$ cat config.mk
export PLATFORM = sky130hd
export DESIGN_NAME = bus_activity_monitor
export DESIGN_NICKNAME = d
export VERILOG_FILES = /design/src/rtl/bus_activity_monitor.sv
export SDC_FILE = /design/constraint.sdc
export NUM_CORES = 1
export LEC_CHECK = 0
export ABC_AREA = 1
export CORE_MARGIN = 4
export CORE_UTILIZATION = 50
export CTS_BUF_LIST = sky130_fd_sc_hd__clkbuf_8 sky130_fd_sc_hd__clkbuf_16
export DETAILED_ROUTE_END_ITERATION = 8
export GPL_ROUTABILITY_DRIVEN = 0
export PLACE_DENSITY = 0.77
export SETUP_SLACK_MARGIN = 0.2
export SLEW_MARGIN = 25
export SYNTH_ARGS = -nofsm -noshare
export SYNTH_HDL_FRONTEND = slang
export SYNTH_SLANG_ARGS = --single-unit
$ cat constraint.sdc
create_clock -name sys_clk -period 3 [get_ports sys_clk]
set_input_delay 0.6 -clock sys_clk [delete_from_list [all_inputs] [get_ports sys_clk]]
set_output_delay 0.6 -clock sys_clk [all_outputs]
set_load 0.01 [all_outputs]
$ cat src/rtl/bus_activity_monitor.sv
// Bus activity monitor: line sync, edge detect, glitch filter, idle timeout.
// Optional glitch filter (ARMED state, qual_cnt): BUS_MONITOR_GLITCH_FILTER_EN.

module bus_activity_monitor #(
    parameter int                   NUM_LINES    = 4,
    parameter logic [NUM_LINES-1:0] IDLE_LEVEL   = '1,
    parameter int                   IDLE_TIMEOUT = 1200,
    parameter int                   MIN_EDGES    = 2,
    parameter int                   CNT_WIDTH    = 16
) (
    input  logic                 sys_clk,
    input  logic                 rst,
    input  logic [NUM_LINES-1:0] bus_lines,
    input  logic                 clear_count,
    output logic                 comm_active,
    output logic [CNT_WIDTH-1:0] edge_count
);

    localparam int QW = (IDLE_TIMEOUT > 2) ? $clog2(IDLE_TIMEOUT) : 1;
    localparam logic [QW-1:0] Q_LAST = QW'(IDLE_TIMEOUT - 1);

    localparam logic [1:0] S_IDLE   = 2'd0;
    localparam logic [1:0] S_ACTIVE = 2'd2;
`ifdef BUS_MONITOR_GLITCH_FILTER_EN
    localparam logic [1:0] S_ARMED  = 2'd1;
    localparam int QCW = $clog2(MIN_EDGES + 1);
    localparam logic [QCW-1:0] Q_MIN = QCW'(MIN_EDGES);
`endif

    if (IDLE_TIMEOUT < 2 || MIN_EDGES < 1) begin : g_cfg_check
        $error("bus_activity_monitor: IDLE_TIMEOUT must be >= 2, MIN_EDGES >= 1");
    end

    logic [NUM_LINES-1:0] s1, s2, prev;
    logic                 bus_edge;
    logic [1:0]           state, state_nxt;
    logic [QW-1:0]        quiet, quiet_nxt;
`ifdef BUS_MONITOR_GLITCH_FILTER_EN
    logic [QCW-1:0]       qual_cnt, qual_nxt;
`endif

    // prev shares the idle reset level so a quiet bus shows no edge
    always_ff @(posedge sys_clk) begin
        if (rst) begin
            s1   <= IDLE_LEVEL;
            s2   <= IDLE_LEVEL;
            prev <= IDLE_LEVEL;
        end else begin
            s1   <= bus_lines;
            s2   <= s1;
            prev <= s2;
        end
    end

    assign bus_edge = |(s2 ^ prev);

    always_comb begin
        state_nxt = state;
        quiet_nxt = quiet;
`ifdef BUS_MONITOR_GLITCH_FILTER_EN
        qual_nxt  = qual_cnt;
`endif
        case (state)
            S_IDLE: begin
                quiet_nxt = '0;
`ifdef BUS_MONITOR_GLITCH_FILTER_EN
                qual_nxt  = '0;
                if (bus_edge) begin
                    if (MIN_EDGES == 1) begin
                        state_nxt = S_ACTIVE;
                    end else begin
                        state_nxt = S_ARMED;
                        qual_nxt  = QCW'(1);
                    end
                end
`else
                if (bus_edge) state_nxt = S_ACTIVE;
`endif
            end
`ifdef BUS_MONITOR_GLITCH_FILTER_EN
            S_ARMED: begin
                if (bus_edge) begin
                    qual_nxt  = qual_cnt + 1'b1;
                    quiet_nxt = '0;
                    if (qual_nxt == Q_MIN) state_nxt = S_ACTIVE;
                end else if (quiet == Q_LAST) begin
                    state_nxt = S_IDLE;
                    quiet_nxt = '0;
                end else begin
                    quiet_nxt = quiet + 1'b1;
                end
            end
`endif
            S_ACTIVE: begin
                if (bus_edge) begin
                    quiet_nxt = '0;
                end else if (quiet == Q_LAST) begin
                    state_nxt = S_IDLE;
                    quiet_nxt = '0;
                end else begin
                    quiet_nxt = quiet + 1'b1;
                end
            end
            default: begin
                state_nxt = S_IDLE;
                quiet_nxt = '0;
            end
        endcase
    end

    always_ff @(posedge sys_clk) begin
        if (rst) begin
            state       <= S_IDLE;
            quiet       <= '0;
            comm_active <= 1'b0;
`ifdef BUS_MONITOR_GLITCH_FILTER_EN
            qual_cnt    <= '0;
`endif
        end else begin
            state       <= state_nxt;
            quiet       <= quiet_nxt;
            comm_active <= (state_nxt == S_ACTIVE);
`ifdef BUS_MONITOR_GLITCH_FILTER_EN
            qual_cnt    <= qual_nxt;
`endif
        end
    end

    // clear has priority over a coincident edge
    always_ff @(posedge sys_clk) begin
        if (rst || clear_count) begin
            edge_count <= '0;
        end else if (bus_edge && (edge_count != '1)) begin
            edge_count <= edge_count + 1'b1;
        end
    end

endmodule

* After elaboration in Yosys (flattened, before gate mapping)
Cells that the tools add are included.
Storage, ports and cells: output and inout bits 17, input port bits 7, word-level logic and storage cells 24, register bits 42
Cells by class: equal/unequal tests 4, reduce and logical (&&, ||, !) cells 5, bitwise operators 2, multiplexer cells 4, $add $sub $neg 2
Operators by type and width (count):
- $add 16x1->16 const B | 1
- $ne 16x16->1 const B | 1
- $add 11x1->11 const B | 1
- $eq 11x11->1 const B | 1
- $reduce_or 7->1 | 1
- $mux 2 | 3
- $eq 2x2->1 const B | 2
- $pmux 2 s2 | 1
- $reduce_or 4->1 | 1
- $xor 4x4->4 | 1
- $logic_not 2->1 | 1
- $logic_and 1x1->1 | 1
- $logic_or 1x1->1 | 1
- $not 1->1 | 1

* Depth between registers and ports, before layout
Gate-level depths: netlist (run 1).
depth after elaboration 5, depth in mapped cells 11, depth with buffers taken out 11

* Worst setup path after synthesis (run 1)
Ideal clock, no wire load.
kind reg-to-reg, from register edge_count[0], to register edge_count[14], clock period less this slack 1569 ps, arrival time 1445 ps, setup time 124 ps, cell stages (with the launch flop) 12, required time 2876 ps, path slack 1431 ps, path buffers 1, cell sequence dfxtp_1 ha_1 nand3_2 inv_2 nand2_2 inv_2 nand2_2 nand2_4 inv_2 buf_6 nand2_1 a21oi_2
On the way: longest elaborated chain between the ends 2, elaborated cells on any way between the ends 3, classes of those cells add/sub: 1; eq/ne: 1; reduce/logical: 1
RTL lines:
- start: declaration | RTL line 16 | output logic [CNT_WIDTH-1:0] edge_count
- start signal: assignment | RTL line 134 | edge_count <= edge_count + 1'b1;
- branches (longest 2 deep; another with $add 16x1->16)
Parallel ways; which one is timed is not known. A chain may end at the register's enable or synchronous reset.

* Worst setup path in the final report (run 1)
from register edge_count[3], to output port edge_count[3]
No word-level cell between the ends.

==> flow_summary.json, run 1 <==
{
  "fmax_mhz": 512,
  "cp_slowest_cell": "clkdlybuf4s50_1",
  "core_mm2": 0.00377,
  "seqPwrFrac_pct": 56.0,
  "die_w_um": 71.3,
  "period_needed_ps": 1950,
  "post-route-cell-area_mm2": 0.00235,
  "postSynthAreaPerCell_um2": 7.22,
  "nets": 313,
  "relSlewSlack_pct": 58.0,
  "tightestPinTransition_ps": 630,
  "io_pins": 24,
  "clkPwrFrac_pct": 36.9,
  "cts_root_buf": "clkbuf_8",
  "clock_latency_ps": 300,
  "overflow": 0,
  "grt_max_degree": 16,
  "grt_pass1_wl_um": 6420,
  "chipHeight_um": 71.3,
  "grt_pass1_vias": 1541,
  "whs_ps": 414,
  "vias_per_cell": 4.91,
  "path_max_fanout": 6,
  "slew_violations": 0,
  "via_count": 1732,
  "path_delay_family": "buffers and inverters",
  "die_area_mm2": 0.00508,
  "postCtsHoldBufs": 0,
  "drive_gt1_share_pct": 15.1,
  "yosys_register_bits": 42,
  "cts-resized-gates": 0,
  "hold_class": "flip-flop to flip-flop",
  "p_comb_share_pct": 7.1,
  "rows": 22,
  "peakVddDrop_mv": 0.367,
  "async_flop_share_pct": 0,
  "critical_path_class": "flip-flop to output pin",
  "drv_cap": 0,
  "wirelength_um": 3800,
  "switching_share_pct": 25.5,
  "rsz0062_at_grt": "false",
  "cts_tree": "yes",
  "ys.warnings.count": 0,
  "syn-num-nets": 286,
  "switching_power_uw": 262,
  "crit_path_start_kind": "flip-flop",
  "drc": 0,
  "yosysSeqAreaShare_pct": 42.0,
  "r2r_slack_ps": 1220,
  "cellPowerDensity_mw_per_mm2": 436,
  "postLayoutSetupSlackWorst_ps": 1050,
  "setup_violations": 0,
  "wl_per_cell_um": 10.8,
  "htree_levels": 2,
  "crit_buf_inv": 1,
  "skew_ps": 8.40,
  "antenna_found_initial": 0,
  "area_delta_synth_final_pct": 17.6,
  "yosys-top-cells-count": "nand2_1 (79), dfxtp_1 (42), nor2_1 (35)",
  "post_cts_buffers": 0,
  "dp_slack_ps": 957,
  "syn-instance-count": 277,
  "crit_path_end_kind": "output pin",
  "synth.most_common_cell": "nand2_1",
  "cts_max_path_buffers": 2,
  "internal-power_uw": 763,
  "arrival_ps": 1350,
  "hold_viol": 0,
  "finalPower_mw": 1.03,
  "antennaDiodeCount": 0,
  "setup_tns_ps": 0,
  "leakagePower_nw": 0.880,
  "synth_enable_flop_cells": 0,
  "yosys.area.top_type": "dfxtp_1",
  "netlist_area_mm2": 0.00200,
  "cp_data_required_time_ps": 2400,
  "worstPathCellList": "clkdlybuf4s50_1",
  "hpwl_um": 2790,
  "start_util_pct": 53.1,
  "synthFlopType": "dfxtp_1",
  "grtUsageTotal_pct": 15.6,
  "ant_nets": 0,
  "drt_iter0_markers": 67,
  "critPathMaxStageDelay_ps": 590,
  "synth.top_cells.by_area": "dfxtp_1 (42%), nand2_1 (15%), nor2_1 (6.6%)",
  "io_buffer_count": 23,
  "synth_top_area_share_pct": 42.0,
  "clock-sinks": 42,
  "placed_area_mm2": 0.00226,
  "drtPass1Iterations": 4,
  "status": "complete, no violations",
  "clk_pin_slew_ps": 90,
  "period_share_pct": 65.1,
  "ys_types": 26,
  "numCtsBuffers": 5
}
[through the flow]
| stage | std cells | util, % |
|---|---|---|
| floorplan | 277 | - |
| global placement | 345 | 59.9 |
| detailed placement | 345 | 59.9 |
| CTS | 353 | 62.4 |
| global route | 353 | 62.4 |
| finish | 353 | 62.4 |
[worst register-to-register path, stage by stage (launching register included)]
cell     delay (ps)
dfxtp_1         430
ha_1            310
nand3_2         130
inv_2            70
nand2_2          70
inv_2            60
nand2_2          80
nand2_4         170
inv_2           160
nand2_1         120
a21oi_2          50
[power groups by stage]
stage	Clock [mW]	Combinational, mW	Sequential, mW
floorplan	0	0.0560	0.587
global placement	0	0.0722	0.587
detailed placement	0	0.0734	0.587
CTS	0.386	0.0736	0.574
global route	0.413	0.0799	0.576
finish	0.378	0.0728	0.574
[worst paths after layout]
check,startpoint,end,depth (start not counted)
worst max-delay path,edge_count[3],edge_count[3],1
worst min-delay path,s1[1],s2[1],1
worst max register to register,edge_count[0],edge_count[14],10
worst min register to register,s1[1],s2[1],1
[cell families after synthesis]
logic type | synth area share (%)
adders and majority gates | 1.25
and+or+nand+nor | 35.1
other | 0.187
xor gates and xnor gates | 5.25
DFF | 42.0
buffers and inverters | 7.57
AOI/OAI and AO/OA | 8.63
[registers in the layout, summed over array words and instances (netlist names)]
name         count
quiet           11
state            2
prev             4
s1               4
comm_active      1
s2               4
edge_count      16
[cells in the final DEF, fill, tap and decap left out, drive strengths merged]
| cell type | n |
|---|---|
| nand4 | 5 |
| conb | 1 |
| or2 | 8 |
| xnor2 | 6 |
| nor2 | 41 |
| a31oi | 2 |
| a21oi | 16 |
| clkinv | 1 |
| inv | 33 |
| nand3 | 14 |
| nor3 | 4 |
| o21ai | 7 |
| ha | 2 |
| o21a | 1 |
| nand2 | 87 |
| xor2 | 6 |
| clkdlybuf4s50 | 23 |
| clkbuf | 5 |
| clkinvlp | 1 |
| dfxtp | 42 |
[layer usage]
metal,global-route usage [%],wire [um],vias to the layer above
met1,20.1,1850,771
met4,6.26,72,0
met3,3.79,157,8
met2,25.0,1720,35
li1,-,-,918
met5,0,0,-
[area by class of cell]
| type | instances | area [um2] |
|---|---|---|
| Fill cell | 364 | 1420 |
| Multi-Input combinational cell | 200 | 1010 |
| Sequential cell | 42 | 841 |
| Timing Repair Buffer | 23 | 230 |
| Inverter | 32 | 120 |
| Clock buffer | 5 | 68.8 |
| Tap cell | 48 | 60.1 |
| Clock inverter | 3 | 25.0 |
Note: power is estimated with default switching activity, not from simulation.
==> inputs of run 2 (changes only) <==
Settings changed: CORE_UTILIZATION 50 to 49, PLACE_DENSITY 0.77 to 0.78.
Clock period 3 ns to 1.6 ns, I/O delays scaled along.
==> flow_summary.json, run 2 (synthesis gave the netlist of run 1 again) <==
{
  "clock-sinks": 42,
  "largest_register_ffs": 16,
  "io_buffer_count": 23,
  "switching_power_uw": 494,
  "grtUsageTotal_pct": 18.0,
  "r2r_slack_ps": 200,
  "crit_path_start_kind": "flip-flop",
  "ant_nets": 0,
  "grt_max_degree": 15,
  "finalPower_mw": 2.05,
  "multi_input_area_mm2": 0.00113,
  "critPathMaxStageDelay_ps": 340,
  "cp-startpoint": "quiet[0]",
  "crit_path_end_kind": "flip-flop",
  "antenna_found_initial": 0,
  "core_mm2": 0.00380,
  "fmax_mhz": 715,
  "worstPathCellList": "ha_1, nand2_2, nor2_2, nand3_2, o21a_4, nand2_2, nor2_1",
  "switching_share_pct": 24.1,
  "drive_gt1_share_pct": 30.9,
  "wirelength_um": 4520,
  "layout_commonest_cell": "nand2_1",
  "rr_endpoint": "quiet[7]",
  "ff2ff_path_depth": 7,
  "hold_class": "flip-flop to flip-flop",
  "htree_levels": 2,
  "slew_violations": 0,
  "internal-power_mw": 1.55,
  "leakagePower_nw": 1.17,
  "io_pins": 24,
  "chipHeight_um": 71.9,
  "overflow": 0,
  "cp_num_cells": 7,
  "cts_root_buf": "clkbuf_8",
  "critical_path_class": "flip-flop to flip-flop",
  "vias_per_cell": 4.88,
  "fillCellCount": 290,
  "die_w_um": 71.9,
  "cp_slowest_cell": "dfxtp_2",
  "critPathCapture": "quiet[7]",
  "wl_per_cell_um": 12.0,
  "seqPwrFrac_pct": 52.3,
  "status": "complete, no violations",
  "drt_iter0_markers": 60,
  "grt_pass1_vias": 1709,
  "cp_data_required_time_ps": 1790,
  "placed_area_mm2": 0.00237,
  "cp_common_cell": "nand2_2",
  "arrival_ps": 1590,
  "setup_tns_ps": 0,
  "cts_tree": "yes",
  "nets": 338,
  "path_max_fanout": 5,
  "reg.largest.list": "edge_count x16, quiet x11",
  "skew_ps": 8.94,
  "period_needed_ps": 1400,
  "post-route-cell-area_mm2": 0.00270,
  "postCtsHoldBufs": 0,
  "r2r_start": "quiet[0]",
  "rows": 22,
  "clk_pin_slew_ps": 90,
  "drv_cap": 0,
  "layout_common_cells": "nand2_1 (73), nor2_1 (30), inv_1 (29)",
  "clock_latency_ps": 290,
  "cellPowerDensity_mw_per_mm2": 758,
  "p_comb_share_pct": 10.5,
  "area_delta_synth_final_pct": 35.1,
  "die_area_mm2": 0.00517,
  "numCtsBuffers": 5,
  "regMostFlops": "edge_count",
  "drc": 0,
  "whs_ps": 411,
  "whs_path_depth": 1,
  "regArea_um2": 871,
  "via_count": 1845,
  "grt_pass1_wl_um": 7560,
  "hpwl_um": 2980,
  "period_share_pct": 87.5,
  "antennaDiodeCount": 0,
  "start_util_pct": 52.7,
  "rsz0062_at_grt": "true",
  "clkPwrFrac_pct": 37.2,
  "path_delay_family": "simple AND/OR/NAND/NOR gates",
  "setup_violations": 0,
  "peakVddDrop_mv": 0.580,
  "drtPass1Iterations": 4,
  "final_core_util_pct": 71.2,
  "hold_viol": 0,
  "crit_buf_inv": 0,
  "cts_max_path_buffers": 2
}
## run 2: final cells by class
type / instances / area share [%]
timing repair buffer: 47 / 15.2
clock buffer: 6 / 3.47
sequential: 42 / 32.2
inverter: 32 / 4.72
tap: 48 / 2.22
clock inverter: 2 / 0.416
multi-input combinational: 201 / 41.8
## run 2: metrics by stage
stage | std cells | worst slack (ps)
floorplan | 277 | 201
global placement | 358 | 42.5
detailed placement | 358 | 0.144
CTS | 370 | 10.2
global route | 378 | 126
finish | 378 | 201
## run 2: power by group through the flow
stage / Combinational, mW / Sequential, mW / Clock, mW
final: 0.215 / 1.07 / 0.762
after global placement: 0.151 / 1.10 / 0
after detailed placement: 0.154 / 1.10 / 0
after global routing: 0.233 / 1.07 / 0.822
after floorplan: 0.106 / 1.10 / 0
after CTS: 0.183 / 1.08 / 0.773
## run 2: worst register-to-register path: cells and delay by family (launching register included)
| family | cells | cell delay, ps |
|---|---|---|
| flops | 1 | 340 |
| simple gates | 5 | 530 |
| fa+ha+maj | 1 | 170 |
| compound gates | 1 | 260 |
## run 2: worst min-delay path by stage
stage	slack, ps	end	startpoint
after floorplan	390	s2[0]	s1[0]
after global placement	390	s2[1]	s1[1]
after detailed placement	400	s2[3]	s1[3]
after CTS	420	s2[3]	s1[3]
after global routing	430	s2[1]	s1[1]
final	410	s2[3]	s1[3]
## run 2: per-layer routing
| layer | wire length, um | global-route usage (%) | part of all wire, % |
|---|---|---|---|
| met2 | 2120 | 29.1 | 47 |
| met3 | 164 | 4.16 | 3.6 |
| met4 | 57 | 5.43 | 1.3 |
| met1 | 2180 | 24.0 | 48 |
| met5 | 0 | 0 | 0 |
## run 2: timing repair
| action | 4_1_cts | 5_1_grt |
|---|---|---|
| pin swaps | 2 | 14 |
| hold endpoints to repair | 0 | 0 |
| cloned | 0 | 1 |
| setup endpoints to repair | 39 | 32 |
| gates resized for setup | 31 | 36 |
| buffers inserted | 4 | 7 |
